===== src/rtl/counter_load_sequencer.sv =====
// Queues counter presets and drives load/data_in/rst of a loadable counter, chaining segments at TERM.
// Latency: a preset pushed into an empty FIFO in IDLE loads the next cycle; seq_done follows exit by one cycle.
// Backpressure: in_ready is low whenever the FIFO holds DEPTH entries, even if a pop happens that cycle.
module counter_load_sequencer #(
    parameter int              WIDTH = 4,
    parameter int              DEPTH = 4,
    parameter logic [WIDTH-1:0] TERM = {WIDTH{1'b1}}
) (
    input  logic                       clk,
    input  logic                       rst,
    input  logic                       in_valid,
    input  logic [WIDTH-1:0]           in_data,
    output logic                       in_ready,
    input  logic                       abort,
    input  logic [WIDTH-1:0]           count,
    output logic                       load,
    output logic [WIDTH-1:0]           data_out,
    output logic                       ctr_rst,
    output logic                       busy,
    output logic                       seq_done,
    output logic [$clog2(DEPTH+1)-1:0] fill
);
    localparam int PW = $clog2(DEPTH);
    localparam int FW = $clog2(DEPTH + 1);
    localparam logic [0:0] IDLE = 1'b0;
    localparam logic [0:0] RUN  = 1'b1;

    logic [0:0]       state_q, state_d;
    logic [PW-1:0]    rd_ptr_q, rd_ptr_d;
    logic [PW-1:0]    wr_ptr_q, wr_ptr_d;
    logic [FW-1:0]    fill_q, fill_d;
    logic             seq_done_q, seq_done_d;
    logic [WIDTH-1:0] mem_q [DEPTH];
    logic             empty;
    logic             at_term;
    logic             push;
    logic             pop;

    assign empty    = (fill_q == '0);
    assign at_term  = (count == TERM);
    assign in_ready = (fill_q != FW'(DEPTH));
    // Only two states exist, so "not IDLE" already means RUN here.
    assign load     = !empty && !abort && ((state_q == IDLE) || at_term);
    assign push     = in_valid && in_ready && !abort;
    assign pop      = load;

    assign data_out = empty ? '0 : mem_q[rd_ptr_q];
    assign ctr_rst  = (state_q == IDLE);
    assign busy     = (state_q == RUN);
    assign seq_done = seq_done_q;
    assign fill     = fill_q;

    always_comb begin
        state_d    = state_q;
        rd_ptr_d   = rd_ptr_q;
        wr_ptr_d   = wr_ptr_q;
        fill_d     = fill_q;
        seq_done_d = 1'b0;
        if (abort) begin
            state_d  = IDLE;
            rd_ptr_d = '0;
            wr_ptr_d = '0;
            fill_d   = '0;
        end else begin
            if (push) wr_ptr_d = wr_ptr_q + PW'(1);
            if (pop)  rd_ptr_d = rd_ptr_q + PW'(1);
            if (push && !pop)      fill_d = fill_q + FW'(1);
            else if (!push && pop) fill_d = fill_q - FW'(1);
            if (load) begin
                state_d = RUN;
            end else if ((state_q == RUN) && at_term && empty) begin
                state_d    = IDLE;
                seq_done_d = 1'b1;
            end
        end
    end

    always_ff @(posedge clk or negedge rst) begin
        if (!rst) begin
            state_q    <= IDLE;
            rd_ptr_q   <= '0;
            wr_ptr_q   <= '0;
            fill_q     <= '0;
            seq_done_q <= 1'b0;
        end else begin
            state_q    <= state_d;
            rd_ptr_q   <= rd_ptr_d;
            wr_ptr_q   <= wr_ptr_d;
            fill_q     <= fill_d;
            seq_done_q <= seq_done_d;
        end
    end

    // Storage needs no reset: data_out is forced to 0 while the FIFO is empty.
    always_ff @(posedge clk) begin
        if (push) mem_q[wr_ptr_q] <= in_data;
    end
endmodule


===== config.mk =====
export PLATFORM = sky130hd
export DESIGN_NAME = counter_load_sequencer
export DESIGN_NICKNAME = d
export VERILOG_FILES = /design/src/rtl/counter_load_sequencer.sv
export SDC_FILE = /design/constraint.sdc
export NUM_CORES = 1
export LEC_CHECK = 0
export CAP_MARGIN = 20
export CORE_MARGIN = 1
export CORE_UTILIZATION = 55
export DETAILED_ROUTE_END_ITERATION = 10
export PLACE_DENSITY = 0.93
export SYNTH_ARGS = -nofsm -noshare
export SYNTH_HDL_FRONTEND = slang
export SYNTH_SLANG_ARGS = --single-unit

===== constraint.sdc =====
create_clock -name clk -period 4.5 [get_ports clk]
set_clock_uncertainty 0.05 [all_clocks]
set_input_delay 0.675 -clock clk [delete_from_list [all_inputs] [get_ports clk]]
set_output_delay 0.675 -clock clk [all_outputs]
set_load 0.01 [all_outputs]

==> results.tsv, run 1 <==
stage	metric	value	unit
synthesis	EDFF count, synth	16	
placed_design	post-DP HPWL	1950	um
synthesis	synthesized instance count	109	
synthesis	Synth warnings	0	
pwr	switching power total	309	uW
routing	DR pass1 iterations	4	
grt	first-pass GRT wire length	4330	um
sta	min cycle time layout	3.11	ns
synthesis	Post-synth top flop	edfxtp_1	
routing	Initial DRC Count	44	
critical_path	R2R Setup Slk	1.66	ns
clock_tree	Post-CTS Setup Bufs	0	
placed_design	routability congestion estimate	0.916	
pwr	Clock Power Share	12.7	%
worst_hold_path	Hold Path Class	reg2reg	
sta	worst slew pin tran	0.701	ns
clock_tree	H-tree Lvls	1	
synthesis	Mapped Area	1350	um^2
pwr	Cell Int Power	503	uW
synthesis	most frequent cells after synthesis	edfxtp_1, dfrtp_1, nand2_1, nor2_1	
critical_path	Critical R2R Launch	fill[1]	
grt	largest net degree at the start of global routing	15	
pwr	Gate power share	45.5	%
final_layout	Final nets	149	
pwr	leakage power	0.579	nW
worst_hold_path	Hold Path Sink	wr_ptr_q[1]	
routing	post-route ant nets	0	
clock_tree	hold_buf cts	0	
clock_tree	Clock Sink Count	25	
synthesis	average size of a mapped cell	12.4	um^2
sta	Setup WS post-layout	1.39	ns
floorplan	row cnt	17	
grt	GR Layer Usage met1	30.4	%
pwr	sequential power share	41.7	%
critical_path	family with the most delay on the worst path	buffers and inverters	
routing	DRC	0	
clock_tree	Post-CTS Resized	0	
worst_hold_path	hold_sp	wr_ptr_q[1]	
pwr	power per standard cell area	503	nW/um^2
clock_tree	clock-pin slew on the worst setup and hold paths	0.14	ns
critical_path	worst-path maximum fanout	5	
routing	wire per inst	16.5	um
sta	unrepaired setup endpoints after global routing	no	
clock_tree	worst skew pair latency	0.33	ns
clock_tree	CTS tree	built	
routing	vias per inst	6.08	
routing	drt total wl	2630	um
placed_design	post-placement cell count	155	
sta	Pins Over Slew Limit	0	
sta	Fmax	0.322	GHz
final_layout	Non-Filler Instances	159	
critical_path	Max stage delay on crit path	0.56	ns
critical_path	CP Data Required Time	3.77	ns
synthesis	Post-synth ARST share	36.0	%
grt	GRT Residual Overflow	0	
routing	vias	967	
final_layout	layout cell share with drive strength beyond 1	16.8	%
grt	initial antenna violation count	0	
final_layout	number of diodes	0	
synthesis	synthesized net count	126	
grt	GRT met3 Usage	2.68	%
final_layout	Area growth, synth to finish	19.8	%
critical_path	Slowest-stage cell, CP	clkdlybuf4s50_1	
critical_path	CP cell instances	clkdlybuf4s50_1, and4_1, nor2_2, nor3_1, clkdlybuf4s50_1	
critical_path	critical path depth	5	
floorplan	total core area	2250	um^2
sta	final setup violation count	0	
sta	Setup TNS Final	0	ns
floorplan	Die H	51.5	um
critical_path	crit path buf inv count	2	
grt	gr busiest metal	met2	
synthesis	register area share after synthesis	52.4	%
synthesis	cell taking the most area after synthesis	edfxtp_1	
pwr	sw frac	38.0	%
floorplan	Ports	24	
floorplan	Starting Density	59.7	%
sta	Hold WS	0.549	ns
critical_path	depth of the most critical reg-to-reg path	8	
clock_tree	Root Driver	clkbuf_4	
critical_path	FF-to-FF End	fill[1]	
outcome	outcome	completed	
synthesis	ranking of synthesized cells by area	edfxtp_1, dfrtp_1, mux4_2, ha_1, a2111oi_2	
flow_run	max cap viols	0	
worst_hold_path	Hold Path Depth	2	
critical_path	cell mode on critical path	clkdlybuf4s50_1	
synthesis	synth unique cells	41	
synthesis	post-synthesis register bit count	25	
synthesis	area share of the largest cell type after synthesis	35.7	%
sta	Rel. slew slack	53.0	%
pwr	worst vdd ir	0.311	mV
placed_design	pre-CTS setup slack	1.39	ns
clock_tree	Max clock buf depth	2	
critical_path	WS Path Type	in2out	
sta	final cycle utilization of the critical path	69.1	%
grt	met2 Usage GRT	37.0	%
grt	Total GRT Usage	23.0	%
pwr	Power Total	811	uW
grt	vias in the first global route	991	
sta	final hold vios	0	
critical_path	critical path endpoint category	primary output	
floorplan	DIE WIDTH	51.5	um
synthesis	top-count cell post-synth	edfxtp_1	
floorplan	die area	2650	um^2
critical_path	Worst Path Arrival	2.39	ns
placed_design	count of input and output buffers	23	
clock_tree	CTS Buf Count	3	
critical_path	CP startpoint kind	input pin	
worst min-delay path, stage by stage, from the launching register on:
cell     delay [ns]
dfrtp_1        0.44
nand2_1        0.07
a21oi_1        0.06
flip-flops by register name, summed over array words and instances, names as in the netlist:
name / cells
mem_q: 16
fill: 3
rd_ptr_q: 2
wr_ptr_q: 2
busy: 1
seq_done: 1
power groups by stage:
stage	logic, mW	clock network (mW)	registers, mW
after floorplan	0.253	0	0.314
after global placement	0.354	0	0.339
after detailed placement	0.369	0	0.341
after CTS	0.370	0.105	0.337
after global routing	0.406	0.109	0.343
final	0.369	0.103	0.339
cells by family (layout without fill, tap and decap cells):
kind of cell    Yosys count  in the layout  share of synthesized area, %
flops                    25             25                          52.4
mux                       5              5                          7.44
fa+ha+maj                 5              5                          5.20
xor+xnor                  3              3                          1.95
compound gates           20             20                          11.4
simple gates             39             39                          17.7
buf+inv                  12             34                          3.90
layout by cell type, fill, tap and decap left out, drive strengths merged, types with 3 or more instances in the layout:
cell type | synthesis | routed
inv | 6 | 6
and2 | 4 | 4
xnor2 | 3 | 3
nor3 | 5 | 5
ha | 4 | 4
dfrtp | 9 | 9
nor2 | 7 | 7
clkbuf | 1 | 3
nand2 | 6 | 6
clkdlybuf4s50 | 0 | 23
nand2b | 3 | 3
edfxtp | 16 | 16
o21ai | 5 | 5
nor2b | 4 | 4
mux4 | 4 | 4
a211oi | 3 | 3
a21oi | 5 | 5
worst max-delay path by stage:
stage / from / to
3_3_place_gp: count[2] / load
5_1_grt: count[2] / load
2_1_floorplan: fill[1] / fill[1]
4_1_cts: count[2] / load
3_5_place_dp: count[2] / load
6_report: count[3] / load
area by class of cell:
| type | instances | area, um^2 |
|---|---|---|
| clock buffers | 3 | 22.5 |
| clock inverters | 1 | 5.00 |
| fillers | 162 | 642 |
| inverters | 7 | 26.3 |
| multi-input cells | 72 | 588 |
| flip-flops and latches | 25 | 706 |
| well taps | 28 | 35.0 |
| repair buffers | 23 | 230 |
per-layer routing:
| layer | vias to the layer above | routed length, um |
|---|---|---|
| met3 | 6 | 182 |
| met2 | 47 | 1360 |
| li1 | 455 | - |
| met1 | 459 | 1030 |
| met4 | 0 | 48 |
| met5 | - | 0 |
stage by stage:
step	instance area [um^2]	util, %
3_5_place_dp	1590	70.3
2_1_floorplan	1350	-
3_3_place_gp	1590	70.3
4_1_cts	1610	71.5
6_report	1610	71.5
5_1_grt	1610	71.5
(Power assumes the default switching activity.)
==> inputs of run 2 (changes only) <==
--- a/config.mk
+++ b/config.mk
@@ -7,9 +7,9 @@
 export LEC_CHECK = 0
 export CAP_MARGIN = 20
 export CORE_MARGIN = 1
-export CORE_UTILIZATION = 55
+export CORE_UTILIZATION = 46
 export DETAILED_ROUTE_END_ITERATION = 10
-export PLACE_DENSITY = 0.93
+export PLACE_DENSITY = 0.84
 export SYNTH_ARGS = -nofsm -noshare
 export SYNTH_HDL_FRONTEND = slang
 export SYNTH_SLANG_ARGS = --single-unit
==> constraint.sdc (replaced) <==
create_clock -name clk -period 2.5 [get_ports clk]
set_clock_uncertainty 0.05 [all_clocks]
set_input_delay 0.375 -clock clk [delete_from_list [all_inputs] [get_ports clk]]
set_output_delay 0.375 -clock clk [all_outputs]
set_load 0.01 [all_outputs]
==> results.tsv, run 2 (synthesized netlist as in run 1, its figures left out) <==
stage	metric	value	unit	change
sta	Hold WS	0.281	ns	-0.268 ns
pwr	sw frac	37.3	%	-0.78 points
critical_path	Critical R2R Launch	fill[1]		
critical_path	CP Data Required Time	2.71	ns	-1.06 ns
sta	Setup TNS Final	0	ns	unchanged
critical_path	Slowest-stage cell, CP	dfrtp_1		
final_layout	Biggest register	mem_q		
grt	GRT Residual Overflow	0		unchanged
final_layout	layout cell share with drive strength beyond 1	25.9	%	+9.1 points
routing	wire per inst	15.9	um	-3.5%
critical_path	critical path endpoint category	flop		
sta	worst slew pin tran	0.422	ns	-0.279 ns
outcome	outcome	completed		
critical_path	CP startpoint kind	flop		
floorplan	Starting Density	48.8	%	-11 points
critical_path	Worst Setup SP	fill[1]		
clock_tree	CTS tree	built		
worst_hold_path	Hold Path Class	in2async		
critical_path	Worst Path Arrival	2.66	ns	+0.27 ns
routing	DR pass1 iterations	4		unchanged
floorplan	Die H	56.1	um	+9.0%
final_layout	max reg flops	16		unchanged
floorplan	total core area	2760	um^2	+22%
clock_tree	Max clock buf depth	2		unchanged
sta	min cycle time layout	2.45	ns	
grt	first-pass GRT wire length	4530	um	+4.6%
grt	Total GRT Usage	18.9	%	-4.1 points
pwr	power per standard cell area	916	nW/um^2	+82%
critical_path	crit path buf inv count	0		-2
pwr	leakage power	0.639	nW	+10%
clock_tree	CTS Buf Count	3		unchanged
flow_run	max cap viols	0		unchanged
routing	vias	1012		+4.7%
final_layout	Final nets	161		+8.1%
final_layout	Area growth, synth to finish	27.8	%	
sta	Rel. slew slack	71.8	%	+19 points
sta	Fmax	0.408	GHz	
critical_path	CP cell instances	or3b_4, nand2_2, nor3_2, fa_1, or2_2, a2111oi_2, a2111oi_2, o21ai_1		
routing	post-route ant nets	0		unchanged
floorplan	Ports	24		unchanged
pwr	Clock Power Share	11.8	%	-0.9 points
routing	vias per inst	5.82		-4.4%
critical_path	Max stage delay on crit path	0.47	ns	-0.09 ns
floorplan	row cnt	19		+2
sta	final cycle utilization of the critical path	98.0	%	
pwr	sequential power share	36.6	%	-5.1 points
critical_path	cell mode on critical path	a2111oi_2		
floorplan	DIE WIDTH	56.1	um	+9.0%
sta	final hold vios	0		unchanged
grt	largest net degree at the start of global routing	15		unchanged
sta	Pins Over Slew Limit	0		unchanged
sta	final setup violation count	0		unchanged
final_layout	commonest non-fill, non-tap cell in the layout	clkdlybuf4s50_1		
clock_tree	worst skew pair latency	0.32	ns	about the same
placed_design	count of input and output buffers	23		unchanged
routing	drt total wl	2770	um	+5.6%
critical_path	family with the most delay on the worst path	simple AND/OR/NAND/NOR gates		
final_layout	fin util	62.4	%	-9.1 points
critical_path	worst-path maximum fanout	4		-1
pwr	worst vdd ir	0.578	mV	+86%
clock_tree	clock-pin slew on the worst setup and hold paths	0.14	ns	about the same
floorplan	die area	3150	um^2	+19%
final_layout	most frequent cells in the layout	clkdlybuf4s50_1, edfxtp_1, buf_4		
routing	DRC	0		unchanged
placed_design	post-DP HPWL	2090	um	+6.7%
grt	vias in the first global route	1044		+5.3%
clock_tree	H-tree Lvls	1		unchanged
clock_tree	Clock Sink Count	25		unchanged
pwr	switching power total	587	uW	+90%
critical_path	WS Path Type	reg2reg		
final_layout	number of diodes	0		unchanged
grt	initial antenna violation count	0		unchanged
pwr	Cell Int Power	989	uW	+97%
placed_design	routability congestion estimate	0.755		-18%
routing	Initial DRC Count	51		+16%
pwr	Gate power share	51.7	%	+6.2 points
clock_tree	Root Driver	clkbuf_4		
## run 2: cell types whose count changed in the layout (fill, tap and decap cells not counted)
cell,before,now
buf_4,0,12
nor3_1,4,3
dfrtp_1,9,7
nor3_4,0,1
dfrtp_2,0,2
## run 2: timing repair
| action | 4_1_cts | 5_1_grt |
|---|---|---|
| setup endpoints to repair | 0 | 5 |
| hold buffers | 0 | 0 |
| resized for setup | 0 | 3 |
| setup buffers | 0 | 1 |
## run 2: area by class of cell
class | count | area (um^2)
clock buffers | 3 | 22.5
clock inverters | 1 | 5.00
inverters | 7 | 26.3
fillers | 214 | 1040
repair buffers | 35 | 320
flip-flops and latches | 25 | 708
well taps | 31 | 38.8
multi-input cells | 72 | 599
## run 2: per-stage QoR
stage	instance area [um^2]	setup slack, ns	cells	power, mW
final	1720	0.0501	174	1.58
after global routing	1720	-0.00345	174	1.66
after CTS	1710	0.00363	173	1.56
after detailed placement	1680	-0.187	169	1.38
after global placement	1680	-0.0523	169	1.34
after floorplan	1350	0.0809	109	1.03
## run 2: path summary, 6_finish.rpt
| check | cells after the start | slack, ns | end |
|---|---|---|---|
| setup / recovery | 8 | 0.05 | fill[1] |
| hold / removal | 1 | 0.28 | wr_ptr_q[0] |
| setup reg to reg | 8 | 0.05 | fill[1] |
| hold reg to reg | 2 | 0.55 | wr_ptr_q[1] |
| max in group asynchronous | 1 | 1.81 | rd_ptr_q[0] |
| min in group clk | 2 | 0.55 | wr_ptr_q[1] |
## run 2: layer usage
layer / global-route usage [%] / wire length, um / vias to the layer above
met5: 0 / 0 / -
met4: 9.06 / 36 / 0
met3: 2.33 / 127 / 6
met2: 34.2 / 1500 / 38
met1: 22.2 / 1110 / 499
li1: - / - / 469
## run 2: power groups by stage
stage / Combinational [mW] / Clock [mW] / Sequential [mW]
2_1_floorplan: 0.463 / 0 / 0.569
5_1_grt: 0.879 / 0.197 / 0.586
6_report: 0.814 / 0.186 / 0.576
4_1_cts: 0.796 / 0.187 / 0.575
3_3_place_gp: 0.762 / 0 / 0.579
3_5_place_dp: 0.795 / 0 / 0.585
==> inputs of run 3 (changes only) <==
--- a/config.mk
+++ b/config.mk
@@ -6,10 +6,10 @@
 export NUM_CORES = 1
 export LEC_CHECK = 0
 export CAP_MARGIN = 20
-export CORE_MARGIN = 1
 export CORE_UTILIZATION = 46
 export DETAILED_ROUTE_END_ITERATION = 10
 export PLACE_DENSITY = 0.84
+export SKIP_CTS_REPAIR_TIMING = 1
 export SYNTH_ARGS = -nofsm -noshare
 export SYNTH_HDL_FRONTEND = slang
 export SYNTH_SLANG_ARGS = --single-unit
==> results of run 3 <==
The final DEF is identical to that of run 2; final timing and power are the same.
